## config.mk

```make
export PLATFORM = sky130hd
export DESIGN_NAME = crc8_upd
export DESIGN_NICKNAME = d
export VERILOG_FILES = /design/src/rtl/frm_pkg.sv /design/src/rtl/crc8_upd.sv
export SDC_FILE = /design/constraint.sdc
export NUM_CORES = 1
export LEC_CHECK = 0
export BUFFER_PORTS_ARGS = -buffer_cell sky130_fd_sc_hd__buf_2
export CORE_AREA = 2 2 39 41
export DETAILED_ROUTE_END_ITERATION = 8
export DIE_AREA = 0 0 41 43
export GPL_ROUTABILITY_DRIVEN = 0
export SYNTH_ARGS = -nofsm -noshare
export SYNTH_HDL_FRONTEND = slang
export SYNTH_SLANG_ARGS = --single-unit
```

## constraint.sdc

```tcl
create_clock -name vclk -period 1.75
set_clock_uncertainty 0.15 [all_clocks]
set_input_delay 0.175 -clock vclk [all_inputs]
set_output_delay 0.175 -clock vclk [all_outputs]
set_load 0.03 [all_outputs]
```

## src/rtl/frm_pkg.sv

```systemverilog
// Shared definitions for the frame FCS checker and the upstream frame generator:
// CRC-8 polynomial, default payload limit and the checker FSM state type.
package frm_pkg;

  localparam logic [7:0] CRC8_POLY   = 8'h07;
  localparam int         DEF_MAX_LEN = 1500;

  typedef enum logic {
    IDLE = 1'b0,
    BODY = 1'b1
  } frm_state_e;

endpackage

```

## src/rtl/crc8_upd.sv

```systemverilog
// Combinational CRC-8 byte update (MSB-first, no reflection): crc_out is the
// register value after shifting byte_in through a CRC seeded with crc_in.
module crc8_upd
  import frm_pkg::*;
(
  input  logic [7:0] crc_in,
  input  logic [7:0] byte_in,
  output logic [7:0] crc_out
);

  logic [7:0] crc_v;

  always_comb begin
    crc_v = crc_in ^ byte_in;
    for (int i = 0; i < 8; i++) begin
      crc_v = crc_v[7] ? ({crc_v[6:0], 1'b0} ^ CRC8_POLY) : {crc_v[6:0], 1'b0};
    end
    crc_out = crc_v;
  end

endmodule

```

## Word level (Yosys, flattened, before mapping)

Index checks and enable logic that the tools add are counted.

| storage, ports and cells | value |
|---|---|
| bits in registers | 0 |
| bits in latches | 0 |
| memory bits (writable) | 0 |
| memory bits (read-only) | 0 |
| logic and storage cells | 17 |
| memories kept | 0 |

| cells by class | value |
|---|---|
| $add $sub $neg | 0 |
| multiply operators | 0 |
| div/mod/pow operators | 0 |
| $lt $le $gt $ge | 0 |
| eq/ne operators | 0 |
| shift operators | 0 |
| mux-type cells | 8 |
| bitwise logic cells | 9 |
| reduce and logical (&&, ||, !) cells | 0 |

Operators by type and width:

| kind | count |
|---|---|
| 3-bit 2-to-1 mux | 8 |
| 3-bit NOT | 8 |
| 8-bit XOR | 1 |

## Logic depth before layout (Yosys ltp)

Gate-level depths: netlist of the first run.

| depth | value |
|---|---|
| depth after elaboration | 17 |
| gate-level depth with buffers | 3 |
| depth with buffers taken out | 3 |

## Least setup slack after synthesis of the first run

No wires, ideal clock.

| path | value |
|---|---|
| path type | input-to-output |
| start point | input port byte_in[2] |
| end point | output port crc_out[2] |
| arrival | 1.179 ns |
| required time | 1.425 ns |
| slack | 0.246 ns |
| cell stages on the path | 3 |
| path buffers | 0 |
| cells stage by stage | xnor2_1 xor2_1 xor2_1 |

| on the way | value |
|---|---|
| longest elaborated chain between the ends | 6 |

RTL lines:

| element | RTL line | RTL |
|---|---|---|
| start, declared | crc8_upd.sv:7 | `input logic [7:0] byte_in,` |
| 8-bit XOR * | crc8_upd.sv:14 | `crc_v = crc_in ^ byte_in;` |
| 3-bit 2-to-1 mux * | crc8_upd.sv:16 | `crc_v = crc_v[7] ? ({crc_v[6:0], 1'b0} ^ CRC8_POLY) : {crc_v[6:0], 1'b0};` |
| 3-bit NOT (no source line) | -- |  |
| 3-bit 2-to-1 mux * | crc8_upd.sv:16 |  |
| 3-bit NOT (no source line) | -- |  |
| 3-bit 2-to-1 mux * | crc8_upd.sv:16 |  |
| end, declared | crc8_upd.sv:8 | `output logic [7:0] crc_out` |

Mark *: on every way between the ends. The rest lies on a longest branch, timed or not.

## Final worst setup path of the first run

| path | value |
|---|---|
| start point | input port byte_in[6] |
| end point | output port crc_out[7] |

| on the way | value |
|---|---|
| longest elaborated chain between the ends | 4 |

RTL lines:

| element | RTL line |
|---|---|
| 8-bit XOR * | crc8_upd.sv:14 |
| 3-bit 2-to-1 mux * | crc8_upd.sv:16 |
| 3-bit NOT (no source line) | -- |
| 3-bit 2-to-1 mux * | crc8_upd.sv:16 |

Marks and branches as above.

==> results.ini, run 1 <==
[logic_synthesis]
avgSynthCellArea_um2 = 9.831
ys_top_cells_by_count = 10 x xnor2_1, 8 x xor2_1, 3 x xnor2_2
syn_inst = 21
synth_most_common_cell = xnor2_1
seq_area_frac_synth_pct = 0
yosysWarningCount = 0
synth_area_um2 = 206.4
synth.top_cells.by_area = xnor2_1 42%, xor2_1 34%, xnor2_2 24%
yosysTopAreaCell = xnor2_1
yosys.cell_types.count = 3
synth.top_cell.area_share_pct = 42.42
syn_nets = 37

[routing]
drt_wl_total_um = 424
drtPass1Iterations = 1
vias = 218
remaining_drc_errors = 0
drtAntennaViolNets = 0
via_per_inst = 3.516
drtIter0Drc = 0
wl_per_cell_um = 6.839

[setup_path]
crit_slowest_cell = xor2_1
crit_start = byte_in[6]
worstSetupPathType = in -> out
crit_family = XOR/XNOR gates
worstSetupStartpointType = input port
cp_slowest_stage_delay_ns = 0.29
path_buf_inv = 2
crit_path_end_kind = output pin
worstPathRequired_ns = 1.42
cp-endpoint = crc_out[7]
arrival_ns = 1.18
cp_max_fo = 2
cp.depth = 5
path_cells = buf_2 -> xnor2_2 -> xor2_1 -> xor2_1 -> buf_2

[grt]
met2_usage_pct = 9.688
globalRoute.totalOverflow = 0
busiest_layer = met2
grt_max_degree = 4
grt_pass1_vias = 178
grt_pass1_wl_um = 586
grtUsageTotal_pct = 4.396
grtUsageMet3_pct = 0
gr-usage-met1_pct = 4.114
antenna_found_initial = 0

[die]
start_util_pct = 14.92
rows = 14
top_level_ports = 24
die_h_um = 43
core_area_um2 = 1384
die-area_um2 = 1763
dieWidth_um = 41

[sta]
rsz0062_at_grt = no
max_freq_ghz = 0.6660
tightest_slew_ns = 0.2976
drv_slew = 0
finalSetupViolCount = 0
timing.final.crit_share_pct = 85.80
hold_viol = 0
setup_tns_ns = 0
min_period_ns = 1.502
slew-limit-headroom_pct = 80.02

[worst_hold_path]
hold_depth = 4
min_path_type = in -> out

[finish]
regArea_um2 = 0
drive_above_1_share_pct = 60.87
antennaDiodeCount = 0
seq_cell_count = 0
finalInstanceArea_um2 = 354.1
syn2layout_area_growth_pct = 71.52
finish.utilization_pct = 25.59
nClkBuffers = 0
nets = 64

[flow_run]
maxCapViolations = 0

[power]
ir_drop_v = 0.0001664
cellLeakagePower_uw = 0.0001772
power_density_nw_per_um2 = 914.6
total_power_uw = 323.9

[placement]
dpl-instance-area_um2 = 354.1
numPortBuffers = 24
dp_hpwl_um = 435.1

[clocking]
ctsHoldBuffers = 0
postCtsSetupRepairBufs = 0
cts_resized = 0

[outcome]
outcome = completed

[metal layers]
metal	vias up	share of wire, %
met5	-	0
met4	0	0
met3	0	11
met2	10	59
met1	94	30
li1	114	-
[metrics by stage]
stage / worst slack (ns) / hold WS [ns] / std cells
after CTS: 0.2245 / 0.6553 / 62
after detailed placement: 0.2245 / 0.6553 / 62
after floorplan: 0.2460 / 0.5081 / 21
after global placement: 0.2411 / 0.6482 / 62
final: 0.2484 / 0.6501 / 62
after global routing: 0.1393 / 0.6784 / 62
[cells by family after synthesis]
group	after synthesis	synth area share [%]
xor+xnor	21	100.0
[how the worst min path moves through the flow]
stage | slack (ns) | to | start
4_1_cts | 0.66 | crc_out[1] | crc_in[1]
5_1_grt | 0.68 | crc_out[1] | crc_in[1]
2_1_floorplan | 0.51 | crc_out[1] | crc_in[1]
6_report | 0.65 | crc_out[1] | crc_in[1]
3_3_place_gp | 0.65 | crc_out[1] | crc_in[1]
3_5_place_dp | 0.66 | crc_out[1] | crc_in[1]
[layout by cell type (no fill, tap or decap)]
cell and n:
buf_4 1, xnor2_1 10, buf_2 24, xor2_1 8
xnor2_2 3
[layout make-up]
type | count | area [µm²]
fill | 149 | 1030
multi-input combinational | 21 | 206.4
tap | 16 | 20.02
timing repair buffer | 25 | 127.6
[tightest hold or removal path, delay by kind of cell]
kind                      cells  cell delay (ns)
buffers and inverters         2             0.27
xor gates and xnor gates      2             0.18
[where the power goes]
group          total [µW]  internal [µW]  leakage, µW  switching, µW
clock network           0              0            0              0
registers               0              0            0              0
logic                 324            115     0.000177            209
Note: power is estimated with default switching activity, not from simulation.
==> inputs of run 2 (changes only) <==
==> constraint.sdc (replaced) <==
create_clock -name vclk -period 1.75
set_clock_uncertainty 0.15 [all_clocks]
set_input_delay 0.35 -clock vclk [all_inputs]
set_output_delay 0.35 -clock vclk [all_outputs]
set_load 0.03 [all_outputs]
==> results.ini, run 2 (synthesis gave the netlist of run 1 again) <==
[worst_hold_path]
min_path_type = in -> out  ; unchanged

[sta]
setup_tns_ns = 0  ; unchanged
slew-limit-headroom_pct = 84.52  ; was 80.02%
tightest_slew_ns = 0.2305  ; was 0.2976 ns
timing.hold.ws_ns = 1.039  ; was 0.6501 ns
max_freq_ghz = 0.5812  ; was 0.6660 GHz
drv_slew = 0  ; unchanged
rsz0062_at_grt = yes  ; was no
finalSetupViolCount = 0  ; unchanged
worst_slack_ns = 0.02929  ; was 0.2484 ns
timing.final.crit_share_pct = 98.33  ; was 85.80%
min_period_ns = 1.721  ; was 1.502 ns
hold_viol = 0  ; unchanged

[routing]
drtAntennaViolNets = 0  ; unchanged
drt_wl_total_um = 538  ; was 424 µm
vias = 238  ; was 218
drtIter0Drc = 0  ; unchanged
drtPass1Iterations = 1  ; unchanged
via_per_inst = 3.500  ; was 3.516
remaining_drc_errors = 0  ; unchanged
wl_per_cell_um = 7.912  ; was 6.839 µm

[finish]
finalInstanceArea_um2 = 609.3  ; was 354.1 µm²
syn2layout_area_growth_pct = 195.2  ; was 71.52%
regArea_um2 = 0  ; unchanged
nets = 70  ; was 64
drive_above_1_share_pct = 86.54  ; was 60.87%
nClkBuffers = 0  ; unchanged
final_cell_mix = 12 x buf_4, 9 x buf_2, 8 x buf_6  ; was 24 x buf_2, 10 x xnor2_1, 8 x xor2_1
seq_cell_count = 0  ; unchanged
antennaDiodeCount = 0  ; unchanged
layout_commonest_cell = buf_4  ; was buf_2
multiInputGateArea_um2 = 334.1  ; was 206.4 µm²
fillerInstances = 139  ; was 149

[power]
pwr-share-seq_pct = 0  ; about the same
internal_power_uw = 235.2  ; was 115.3 µW
total_power_uw = 479.3  ; was 323.9 µW
swShare_pct = 50.93  ; was 64.38%
p_switching_uw = 244.1  ; was 208.5 µW
power.share.clock_pct = 0  ; about the same
ir_drop_v = 0.0002626  ; was 0.0001664 V
p_comb_share_pct = 100.0  ; about the same
power_density_nw_per_um2 = 786.6  ; was 914.6 nW/µm²
cellLeakagePower_uw = 0.0002847  ; was 0.0001772 µW

[grt]
antenna_found_initial = 0  ; unchanged
grt_pass1_vias = 202  ; was 178
globalRoute.totalOverflow = 0  ; unchanged
grtUsageTotal_pct = 5.247  ; was 4.396%
grt_pass1_wl_um = 696  ; was 586 µm
grt_max_degree = 4  ; unchanged

[setup_path]
cp-endpoint = crc_out[2]  ; was crc_out[7]
crit_path_end_kind = output pin  ; unchanged
arrival_ns = 1.22  ; was 1.18 ns
worstPathRequired_ns = 1.25  ; was 1.42 ns
cp_max_fo = 3  ; was 2
crit_start = byte_in[6]  ; unchanged
worstSetupPathType = in -> out  ; unchanged
worstSetupStartpointType = input port  ; unchanged

[die]
start_util_pct = 14.92  ; unchanged
core_area_um2 = 1384  ; unchanged
rows = 14  ; unchanged
top_level_ports = 24  ; unchanged
die-area_um2 = 1763  ; unchanged
die_h_um = 43  ; unchanged
dieWidth_um = 41  ; unchanged

[placement]
numPortBuffers = 24  ; unchanged
dpl-instance-area_um2 = 421.7  ; was 354.1 µm²
place_ws_ns = -0.1210  ; was 0.2245 ns

[outcome]
outcome = completed  ; unchanged

[clocking]
postCtsSetupRepairBufs = 0  ; unchanged
ctsHoldBuffers = 0  ; unchanged

[flow_run]
maxCapViolations = 0  ; unchanged

[run 2: worst max-delay path, cell delays in order]
cell and delay [ns]:
buf_8 0.10, xnor2_4 0.21, xnor2_2 0.14, buf_6 0.15, xor2_2 0.13, buf_6 0.14
[run 2: stage by stage]
step | cells | util, %
after floorplan | 21 | -
after detailed placement | 68 | 30.47
after CTS | 68 | 39.06
after global routing | 68 | 44.03
after global placement | 68 | 30.47
final | 68 | 44.03
[run 2: layer usage]
layer | part of all wire (%) | wire length (µm) | up-vias | GRT usage (%)
met1 | 30 | 164 | 105 | 5.882
met3 | 7.6 | 41 | 0 | 0
met2 | 62 | 332 | 11 | 10.63
met5 | 0 | 0 | - | 0
met4 | 0 | 0 | 0 | 0
li1 | - | - | 122 | -
[run 2: cell type report]
cell class	instances	area share [%]
Timing Repair Buffer	31	41.89
Tap cell	16	3.285
Multi-Input combinational cell	21	54.83
[run 2: power groups by stage]
stage,clock network [µW],logic (µW),registers (µW)
floorplan,0,257,0
global placement,0,375,0
detailed placement,0,378,0
CTS,0,450,0
global route,0,503,0
finish,0,479,0
[run 2: worst min-delay path by stage]
| stage | end | depth (start not counted) | from |
|---|---|---|---|
| 4_1_cts | crc_out[4] | 5 | crc_in[2] |
| 2_1_floorplan | crc_out[1] | 2 | crc_in[1] |
| 3_5_place_dp | crc_out[1] | 5 | crc_in[1] |
| 5_1_grt | crc_out[1] | 5 | crc_in[1] |
| 3_3_place_gp | crc_out[1] | 5 | crc_in[1] |
| 6_report | crc_out[1] | 5 | crc_in[1] |
[run 2: what timing repair did]
action | CTS | global route
pin swaps | 4 | 11
gates resized for setup | 22 | 16
endpoints found under the setup margin | 8 | 7
